--- src/rtl/bank_biu_pkg.sv ---
// Shared widths, request record and return-FSM encoding for the linefill BIU.
package bank_biu_pkg;

    localparam int LINE_W = 256;
    localparam int BEAT_W = 128;
    localparam int ID_W   = 6;
    localparam logic [7:0] AR_LEN = 8'd1;

    typedef enum logic [1:0] {
        RET_BEAT0 = 2'd0,
        RET_BEAT1 = 2'd1,
        RET_OUT   = 2'd2
    } ret_state_e;

    typedef struct packed {
        logic [31:0] addr;
        logic [2:0]  set;
        logic [2:0]  way;
    } fill_req_t;

    // The memory ID doubles as the cache destination so returns need no lookup.
    function automatic logic [ID_W-1:0] make_id(input logic [2:0] set, input logic [2:0] way);
        return {set, way};
    endfunction

endpackage

--- src/rtl/bank_biu_linefill_if.sv ---
// Request, AXI-style read and ISU line-return signals of the linefill BIU.
interface bank_biu_linefill_if;

    logic         htu_biu_req_valid_i;
    logic         htu_biu_req_ready_o;
    logic [2:0]   htu_biu_req_set_i;
    logic [2:0]   htu_biu_req_way_i;
    logic [31:0]  htu_biu_req_addr_i;

    logic         biu_mem_arvalid_o;
    logic         biu_mem_arready_i;
    logic [31:0]  biu_mem_araddr_o;
    logic [5:0]   biu_mem_arid_o;
    logic [7:0]   biu_mem_arlen_o;

    logic         mem_biu_rvalid_i;
    logic         mem_biu_rready_o;
    logic [127:0] mem_biu_rdata_i;
    logic [5:0]   mem_biu_rid_i;
    logic         mem_biu_rlast_i;

    logic         biu_isu_rvalid_o;
    logic         biu_isu_rready_i;
    logic [255:0] biu_isu_rdata_o;
    logic [5:0]   biu_isu_rid_o;
    logic         biu_err_o;

    // The BIU itself sits on the slave side of this bundle.
    modport slave (
        input  htu_biu_req_valid_i, htu_biu_req_set_i, htu_biu_req_way_i, htu_biu_req_addr_i,
        output htu_biu_req_ready_o,
        output biu_mem_arvalid_o, biu_mem_araddr_o, biu_mem_arid_o, biu_mem_arlen_o,
        input  biu_mem_arready_i,
        input  mem_biu_rvalid_i, mem_biu_rdata_i, mem_biu_rid_i, mem_biu_rlast_i,
        output mem_biu_rready_o,
        output biu_isu_rvalid_o, biu_isu_rdata_o, biu_isu_rid_o, biu_err_o,
        input  biu_isu_rready_i
    );

    modport master (
        output htu_biu_req_valid_i, htu_biu_req_set_i, htu_biu_req_way_i, htu_biu_req_addr_i,
        input  htu_biu_req_ready_o,
        input  biu_mem_arvalid_o, biu_mem_araddr_o, biu_mem_arid_o, biu_mem_arlen_o,
        output biu_mem_arready_i,
        output mem_biu_rvalid_i, mem_biu_rdata_i, mem_biu_rid_i, mem_biu_rlast_i,
        input  mem_biu_rready_o,
        input  biu_isu_rvalid_o, biu_isu_rdata_o, biu_isu_rid_o, biu_err_o,
        output biu_isu_rready_i
    );

endinterface

--- src/rtl/bank_biu_req_fifo.sv ---
// Linefill request queue; head entry is presented combinationally for the AR channel.
module bank_biu_req_fifo
    import bank_biu_pkg::*;
#(
    parameter int DEPTH = 4
) (
    input  logic      clk,
    input  logic      rst,
    input  logic      push,
    input  fill_req_t push_data,
    input  logic      pop,
    output fill_req_t head,
    output logic      full,
    output logic      empty
);

    localparam int AW = $clog2(DEPTH);

    fill_req_t   mem [DEPTH];
    logic [AW:0] wr_ptr;
    logic [AW:0] rd_ptr;
    logic        do_push;
    logic        do_pop;

    // Extra pointer bit tells a full queue from an empty one.
    assign empty   = (wr_ptr == rd_ptr);
    assign full    = (wr_ptr[AW] != rd_ptr[AW]) && (wr_ptr[AW-1:0] == rd_ptr[AW-1:0]);
    assign do_push = push && !full;
    assign do_pop  = pop && !empty;
    assign head    = mem[rd_ptr[AW-1:0]];

    always_ff @(posedge clk or posedge rst) begin
        if (rst) begin
            wr_ptr <= '0;
            rd_ptr <= '0;
        end else begin
            if (do_push) wr_ptr <= wr_ptr + (AW+1)'(1);
            if (do_pop)  rd_ptr <= rd_ptr + (AW+1)'(1);
        end
    end

    always_ff @(posedge clk) begin
        if (do_push) mem[wr_ptr[AW-1:0]] <= push_data;
    end

endmodule

--- src/rtl/bank_biu_linefill.sv ---
// Linefill BIU: queues HTU requests, issues 2-beat reads, assembles lines for the ISU.
module bank_biu_linefill
    import bank_biu_pkg::*;
#(
    parameter int REQ_DEPTH = 4,
    parameter int MAX_OUTST = 8
) (
    input logic               clk_i,
    input logic               rst_i,
    bank_biu_linefill_if.slave bus
);

    fill_req_t         push_req;
    fill_req_t         head_req;
    logic              fifo_full;
    logic              fifo_empty;
    logic              ar_fire;
    logic              r_fire;
    logic              isu_fire;
    logic [3:0]        outst_cnt;
    ret_state_e        state_q;
    ret_state_e        state_d;
    logic              cap_lo;
    logic              cap_hi;
    logic              err_set;
    logic [LINE_W-1:0] line_q;
    logic [ID_W-1:0]   id_q;
    logic              err_q;

    assign push_req = '{addr: bus.htu_biu_req_addr_i, set: bus.htu_biu_req_set_i, way: bus.htu_biu_req_way_i};

    bank_biu_req_fifo #(.DEPTH(REQ_DEPTH)) u_req_fifo (
        .clk       (clk_i),
        .rst       (rst_i),
        .push      (bus.htu_biu_req_valid_i),
        .push_data (push_req),
        .pop       (ar_fire),
        .head      (head_req),
        .full      (fifo_full),
        .empty     (fifo_empty)
    );

    // Arvalid depends only on registered state, so the head stays put until accepted.
    assign bus.htu_biu_req_ready_o = !fifo_full;
    assign bus.biu_mem_arvalid_o   = !fifo_empty && (outst_cnt < 4'(MAX_OUTST));
    assign bus.biu_mem_araddr_o    = head_req.addr;
    assign bus.biu_mem_arid_o      = make_id(head_req.set, head_req.way);
    assign bus.biu_mem_arlen_o     = AR_LEN;
    assign ar_fire                 = bus.biu_mem_arvalid_o && bus.biu_mem_arready_i;

    assign bus.mem_biu_rready_o = (state_q != RET_OUT);
    assign r_fire               = bus.mem_biu_rvalid_i && bus.mem_biu_rready_o;
    assign bus.biu_isu_rvalid_o = (state_q == RET_OUT);
    assign isu_fire             = bus.biu_isu_rvalid_o && bus.biu_isu_rready_i;
    assign bus.biu_isu_rdata_o  = line_q;
    assign bus.biu_isu_rid_o    = id_q;
    assign bus.biu_err_o        = err_q;

    always_ff @(posedge clk_i or posedge rst_i) begin
        if (rst_i) begin
            outst_cnt <= 4'd0;
        end else if (ar_fire && !isu_fire) begin
            outst_cnt <= outst_cnt + 4'd1;
        end else if (isu_fire && !ar_fire && (outst_cnt != 4'd0)) begin
            outst_cnt <= outst_cnt - 4'd1;
        end
    end

    always_ff @(posedge clk_i or posedge rst_i) begin
        if (rst_i) state_q <= RET_BEAT0;
        else       state_q <= state_d;
    end

    // Protocol errors are flagged but never alter the beat sequence.
    always_comb begin
        state_d = state_q;
        cap_lo  = 1'b0;
        cap_hi  = 1'b0;
        err_set = 1'b0;
        unique case (state_q)
            RET_BEAT0: if (r_fire) begin
                cap_lo  = 1'b1;
                err_set = bus.mem_biu_rlast_i;
                state_d = RET_BEAT1;
            end
            RET_BEAT1: if (r_fire) begin
                cap_hi  = 1'b1;
                err_set = !bus.mem_biu_rlast_i || (bus.mem_biu_rid_i != id_q);
                state_d = RET_OUT;
            end
            RET_OUT: if (bus.biu_isu_rready_i) state_d = RET_BEAT0;
            default: state_d = RET_BEAT0;
        endcase
    end

    always_ff @(posedge clk_i or posedge rst_i) begin
        if (rst_i) begin
            line_q <= '0;
            id_q   <= '0;
            err_q  <= 1'b0;
        end else begin
            if (cap_lo) begin
                line_q[BEAT_W-1:0] <= bus.mem_biu_rdata_i;
                id_q               <= bus.mem_biu_rid_i;
            end
            if (cap_hi)  line_q[LINE_W-1:BEAT_W] <= bus.mem_biu_rdata_i;
            if (err_set) err_q <= 1'b1;
        end
    end

endmodule

--- src/flat_wrapper.sv ---
// flat-port wrapper written by rule: the top's interface ports become plain ports
module bank_biu_linefill_flat import bank_biu_pkg::*;
#(
    parameter int REQ_DEPTH = 4,
    parameter int MAX_OUTST = 8
)
  (clk_i, rst_i, bus_htu_biu_req_valid_i, bus_htu_biu_req_set_i, bus_htu_biu_req_way_i, bus_htu_biu_req_addr_i, bus_htu_biu_req_ready_o, bus_biu_mem_arvalid_o, bus_biu_mem_araddr_o, bus_biu_mem_arid_o, bus_biu_mem_arlen_o, bus_biu_mem_arready_i, bus_mem_biu_rvalid_i, bus_mem_biu_rdata_i, bus_mem_biu_rid_i, bus_mem_biu_rlast_i, bus_mem_biu_rready_o, bus_biu_isu_rvalid_o, bus_biu_isu_rdata_o, bus_biu_isu_rid_o, bus_biu_err_o, bus_biu_isu_rready_i);
  bank_biu_linefill_if bus_i ();
  input logic clk_i;
  input logic rst_i;
  input wire logic [$bits(bus_i.htu_biu_req_valid_i)-1:0] bus_htu_biu_req_valid_i;
  input wire logic [$bits(bus_i.htu_biu_req_set_i)-1:0] bus_htu_biu_req_set_i;
  input wire logic [$bits(bus_i.htu_biu_req_way_i)-1:0] bus_htu_biu_req_way_i;
  input wire logic [$bits(bus_i.htu_biu_req_addr_i)-1:0] bus_htu_biu_req_addr_i;
  output wire logic [$bits(bus_i.htu_biu_req_ready_o)-1:0] bus_htu_biu_req_ready_o;
  output wire logic [$bits(bus_i.biu_mem_arvalid_o)-1:0] bus_biu_mem_arvalid_o;
  output wire logic [$bits(bus_i.biu_mem_araddr_o)-1:0] bus_biu_mem_araddr_o;
  output wire logic [$bits(bus_i.biu_mem_arid_o)-1:0] bus_biu_mem_arid_o;
  output wire logic [$bits(bus_i.biu_mem_arlen_o)-1:0] bus_biu_mem_arlen_o;
  input wire logic [$bits(bus_i.biu_mem_arready_i)-1:0] bus_biu_mem_arready_i;
  input wire logic [$bits(bus_i.mem_biu_rvalid_i)-1:0] bus_mem_biu_rvalid_i;
  input wire logic [$bits(bus_i.mem_biu_rdata_i)-1:0] bus_mem_biu_rdata_i;
  input wire logic [$bits(bus_i.mem_biu_rid_i)-1:0] bus_mem_biu_rid_i;
  input wire logic [$bits(bus_i.mem_biu_rlast_i)-1:0] bus_mem_biu_rlast_i;
  output wire logic [$bits(bus_i.mem_biu_rready_o)-1:0] bus_mem_biu_rready_o;
  output wire logic [$bits(bus_i.biu_isu_rvalid_o)-1:0] bus_biu_isu_rvalid_o;
  output wire logic [$bits(bus_i.biu_isu_rdata_o)-1:0] bus_biu_isu_rdata_o;
  output wire logic [$bits(bus_i.biu_isu_rid_o)-1:0] bus_biu_isu_rid_o;
  output wire logic [$bits(bus_i.biu_err_o)-1:0] bus_biu_err_o;
  input wire logic [$bits(bus_i.biu_isu_rready_i)-1:0] bus_biu_isu_rready_i;
  assign bus_i.htu_biu_req_valid_i = bus_htu_biu_req_valid_i;
  assign bus_i.htu_biu_req_set_i = bus_htu_biu_req_set_i;
  assign bus_i.htu_biu_req_way_i = bus_htu_biu_req_way_i;
  assign bus_i.htu_biu_req_addr_i = bus_htu_biu_req_addr_i;
  assign bus_htu_biu_req_ready_o = bus_i.htu_biu_req_ready_o;
  assign bus_biu_mem_arvalid_o = bus_i.biu_mem_arvalid_o;
  assign bus_biu_mem_araddr_o = bus_i.biu_mem_araddr_o;
  assign bus_biu_mem_arid_o = bus_i.biu_mem_arid_o;
  assign bus_biu_mem_arlen_o = bus_i.biu_mem_arlen_o;
  assign bus_i.biu_mem_arready_i = bus_biu_mem_arready_i;
  assign bus_i.mem_biu_rvalid_i = bus_mem_biu_rvalid_i;
  assign bus_i.mem_biu_rdata_i = bus_mem_biu_rdata_i;
  assign bus_i.mem_biu_rid_i = bus_mem_biu_rid_i;
  assign bus_i.mem_biu_rlast_i = bus_mem_biu_rlast_i;
  assign bus_mem_biu_rready_o = bus_i.mem_biu_rready_o;
  assign bus_biu_isu_rvalid_o = bus_i.biu_isu_rvalid_o;
  assign bus_biu_isu_rdata_o = bus_i.biu_isu_rdata_o;
  assign bus_biu_isu_rid_o = bus_i.biu_isu_rid_o;
  assign bus_biu_err_o = bus_i.biu_err_o;
  assign bus_i.biu_isu_rready_i = bus_biu_isu_rready_i;
  bank_biu_linefill #(.REQ_DEPTH(REQ_DEPTH), .MAX_OUTST(MAX_OUTST)) u_core (.clk_i(clk_i), .rst_i(rst_i), .bus(bus_i));
endmodule
--- config.mk ---
export PLATFORM = sky130hd
export DESIGN_NAME = bank_biu_linefill_flat
export DESIGN_NICKNAME = d
export VERILOG_FILES = /design/src/rtl/bank_biu_pkg.sv /design/src/rtl/bank_biu_linefill_if.sv /design/src/rtl/bank_biu_req_fifo.sv /design/src/rtl/bank_biu_linefill.sv /design/src/flat_wrapper.sv
export SDC_FILE = /design/constraint.sdc
export NUM_CORES = 1
export LEC_CHECK = 0
export BUFFER_PORTS_ARGS = -buffer_cell sky130_fd_sc_hd__buf_2
export CAP_MARGIN = 20
export CORE_AREA = 2 2 192 194
export DETAILED_ROUTE_END_ITERATION = 10
export DIE_AREA = 0 0 194 196
export PLACE_DENSITY = 0.71
export SLEW_MARGIN = 0
export SYNTH_ARGS = -nofsm -noshare
export SYNTH_HDL_FRONTEND = slang
export SYNTH_SLANG_ARGS = --single-unit
--- constraint.sdc ---
create_clock -name clk_i -period 13.3 [get_ports clk_i]
set_input_delay 3.325 -clock clk_i [delete_from_list [all_inputs] [get_ports clk_i]]
set_output_delay 3.325 -clock clk_i [all_outputs]
set_load 0.05 [all_outputs]
==> flow_summary_export.csv <==
group,metric,value,unit
status,status,"complete, no violations",
floorplan,fp.dieH,196,um
sta,final_hold_viol_count,0,
route,wl_per_cell,22.09,um
synth,synth_ff_type,"dfrtp_1",
floorplan,die_w,194,um
route,final_antenna_net_count,0,
clocking,postCtsHoldBufs,0,
clocking,cts_root_buf,"clkbuf_16",
floorplan,num_rows,70,
grt,grt_max_degree,144,
critical_path,r2r_start,"u_core.state_q[1]$_DFFE_PP0P_",
clocking,cts_resized,0,
worst_hold_path,hold_start,"u_core.bus.biu_isu_rdata_o[26]$_DFFE_PP0P_",
sta,setup_tns,0,ns
route,drc_errors,0,
synth,synth_seq_area_share,71.30,%
place,gp_congestion,0.8158,
critical_path,rrSetupSlack,9.80,ns
sta,slew_viol_final,0,
clocking,clock-sinks,427,
floorplan,start_util,44.49,%
sta,rsz0062_at_grt,"false",
critical_path,r2r_end,"u_core.bus.biu_isu_rdata_o[84]$_DFFE_PP0P_",
final_layout,syn_to_final_growth,27.48,%
grt,track_usage,21.44,%
sta,period_needed,6.014,ns
final_layout,finalNetCount,1532,
clocking,worstSkewPairLatency,0.56,ns
job,maxCapViolCount,0,
clocking,clock_path_buffers,3,
grt,grt_pass1_vias,10410,
route,wl,41.05,mm
synth,syn_inst,849,
sta,fmax,0.1663,GHz
synth,synthArstFlopShare,64.40,%
synth,synth_area,16050,um^2
clocking,numCtsBuffers,44,
critical_path,critPathCaptureType,"output pin",
sta,worst_slew_pin_slew,1.061,ns
floorplan,io-pin-count,492,
sta,period_share,45.22,%
grt,gr-total-overflow,0,
grt,grt_pass1_wl,62.20,mm
sta,slew_headroom,29.29,%
route,vias,9426,
clocking,clk_pin_slew,0.06,ns
synth,synth_seq_cells,427,
final_layout,final_common_cell,"buf_2",
critical_path,reg2reg_depth,5,
final_layout,drive_gt1_share,45.11,%
clocking,htree_levels,2,
final_layout,mostFrequentLayoutCells,"buf_2 (483), dfrtp_1 (274), mux2_1 (253)",
critical_path,worstSetupStartpointType,"flip-flop",
floorplan,core,36080,um^2
route,first_iter_violations,366,
worst_hold_path,hp-class,"reg -> reg",
critical_path,path_max_fanout,25,
synth,synth_edf_count,152,
clocking,cts_tree,"built",
worst_hold_path,hold_depth,1,
floorplan,dieArea,38020,um^2
route,vias_per_cell,5.073,
clocking,cts_setup_buffers,0,
worst_hold_path,hold-path-endpoint,"u_core.bus.biu_isu_rdata_o[26]$_DFFE_PP0P_",
place,hpwlAfterDp,28.84,mm
grt,antenna_found_initial,14,
sta,finClkSkew,0.01713,ns
synth,synth_warnings,0,
synth,syn_area_per_cell,18.91,um^2
critical_path,setup.worst_path.class,"reg -> out",
sta,setup_violations,0,
critical_path,arrival,2.69,ns
route,dr.pass1.iters,4,
place,port-buffer-count,483,
critical_path,worstPathRequired,9.97,ns
synth,synth_cell_types,34,
[logic make-up after synthesis]
| family | Yosys count | share of synthesized area, % |
|---|---|---|
| mux | 303 | 23.90 |
| buf+inv | 55 | 1.730 |
| fa+ha+maj | 8 | 0.6702 |
| compound gates | 12 | 0.5767 |
| other cells | 2 | 0.04678 |
| flops | 427 | 71.30 |
| xor+xnor | 17 | 0.9274 |
| simple gates | 25 | 0.8496 |
[sequential cells by signal, summed over array words and instances (netlist names)]
| register | cells |
|---|---|
| u_core.state_q | 2 |
| u_core.u_req_fifo.mem | 152 |
| u_core.outst_cnt | 4 |
| u_core.u_req_fifo.wr_ptr | 3 |
| u_core.u_req_fifo.rd_ptr | 3 |
| u_core.bus.biu_isu_rid_o | 6 |
| u_core.bus.biu_isu_rdata_o | 256 |
| u_core.bus.biu_err_o | 1 |
[cell type report]
class                      instances  area, um^2
tap                              468       585.6
antenna                            9       22.52
clock buffer                      54        1230
multi-input combinational        373        4373
fill                            2902       15620
clock inverter                    28       296.5
timing repair buffer             490        2470
sequential                       427       11450
inverter                           9       41.29
[cell usage after synthesis, drive strengths merged (4+ instances only)]
cell | instances | share of area (%)
dfrtp | 275 | 43
mux2 | 263 | 18
edfxtp | 152 | 28
buf | 40 | 1.4
mux4 | 38 | 5.3
xnor2 | 12 | 0.65
inv | 9 | 0.21
ha | 7 | 0.55
clkbuf | 6 | 0.14
nand2 | 5 | 0.12
nand3 | 5 | 0.16
xor2 | 5 | 0.27
and2 | 4 | 0.16
o21ai | 4 | 0.12
[through the flow]
step | hold WS [ns] | area, um^2 | worst slack, ns | util [%] | instances
3_3_place_gp | 0.4629 | 18920 | 6.867 | 52.42 | 1767
4_1_cts | 0.4805 | 20440 | 7.147 | 56.65 | 1849
5_1_grt | 0.4914 | 20470 | 7.004 | 56.72 | 1858
3_5_place_dp | 0.4658 | 18920 | 6.811 | 52.42 | 1767
2_1_floorplan | 0.4479 | 16080 | 2.395 | - | 855
6_report | 0.4827 | 20470 | 7.286 | 56.72 | 1858
[critical path, stage by stage (launching register included)]
cell and delay [ns]:
dfrtp_2 0.74, buf_4 0.54, xnor2_1 0.29, a31oi_1 0.25
buf_2 0.31
[metal layers]
layer | part of all wire [%] | GRT usage [%]
met1 | 38 | 24.55
met2 | 51 | 36.40
met3 | 8.2 | 7.237
met4 | 3.2 | 10.04
met5 | 0.032 | 0
[worst max path at each step]
stage | from | end | slack (ns) | cells after the start
after floorplan | rst_i | u_core.bus.biu_err_o$_DFFE_PP0P_ | 2.39 | 1
after global placement | bus_mem_biu_rvalid_i | u_core.bus.biu_isu_rdata_o[78]$_DFFE_PP0P_ | 6.87 | 6
after detailed placement | bus_mem_biu_rvalid_i | u_core.bus.biu_isu_rdata_o[73]$_DFFE_PP0P_ | 6.81 | 6
after CTS | u_core.u_req_fifo.rd_ptr[0]$_DFFE_PP0P_ | bus_biu_mem_arvalid_o | 7.15 | 4
after global routing | u_core.u_req_fifo.rd_ptr[0]$_DFFE_PP0P_ | bus_biu_mem_arvalid_o | 7.00 | 4
final | u_core.u_req_fifo.rd_ptr[0]$_DFFE_PP0P_ | bus_biu_mem_arvalid_o | 7.29 | 4
Power is left out: the tool's default activity adds up to more than one toggle a clock period on the data nets, which glitch-free logic cannot reach.
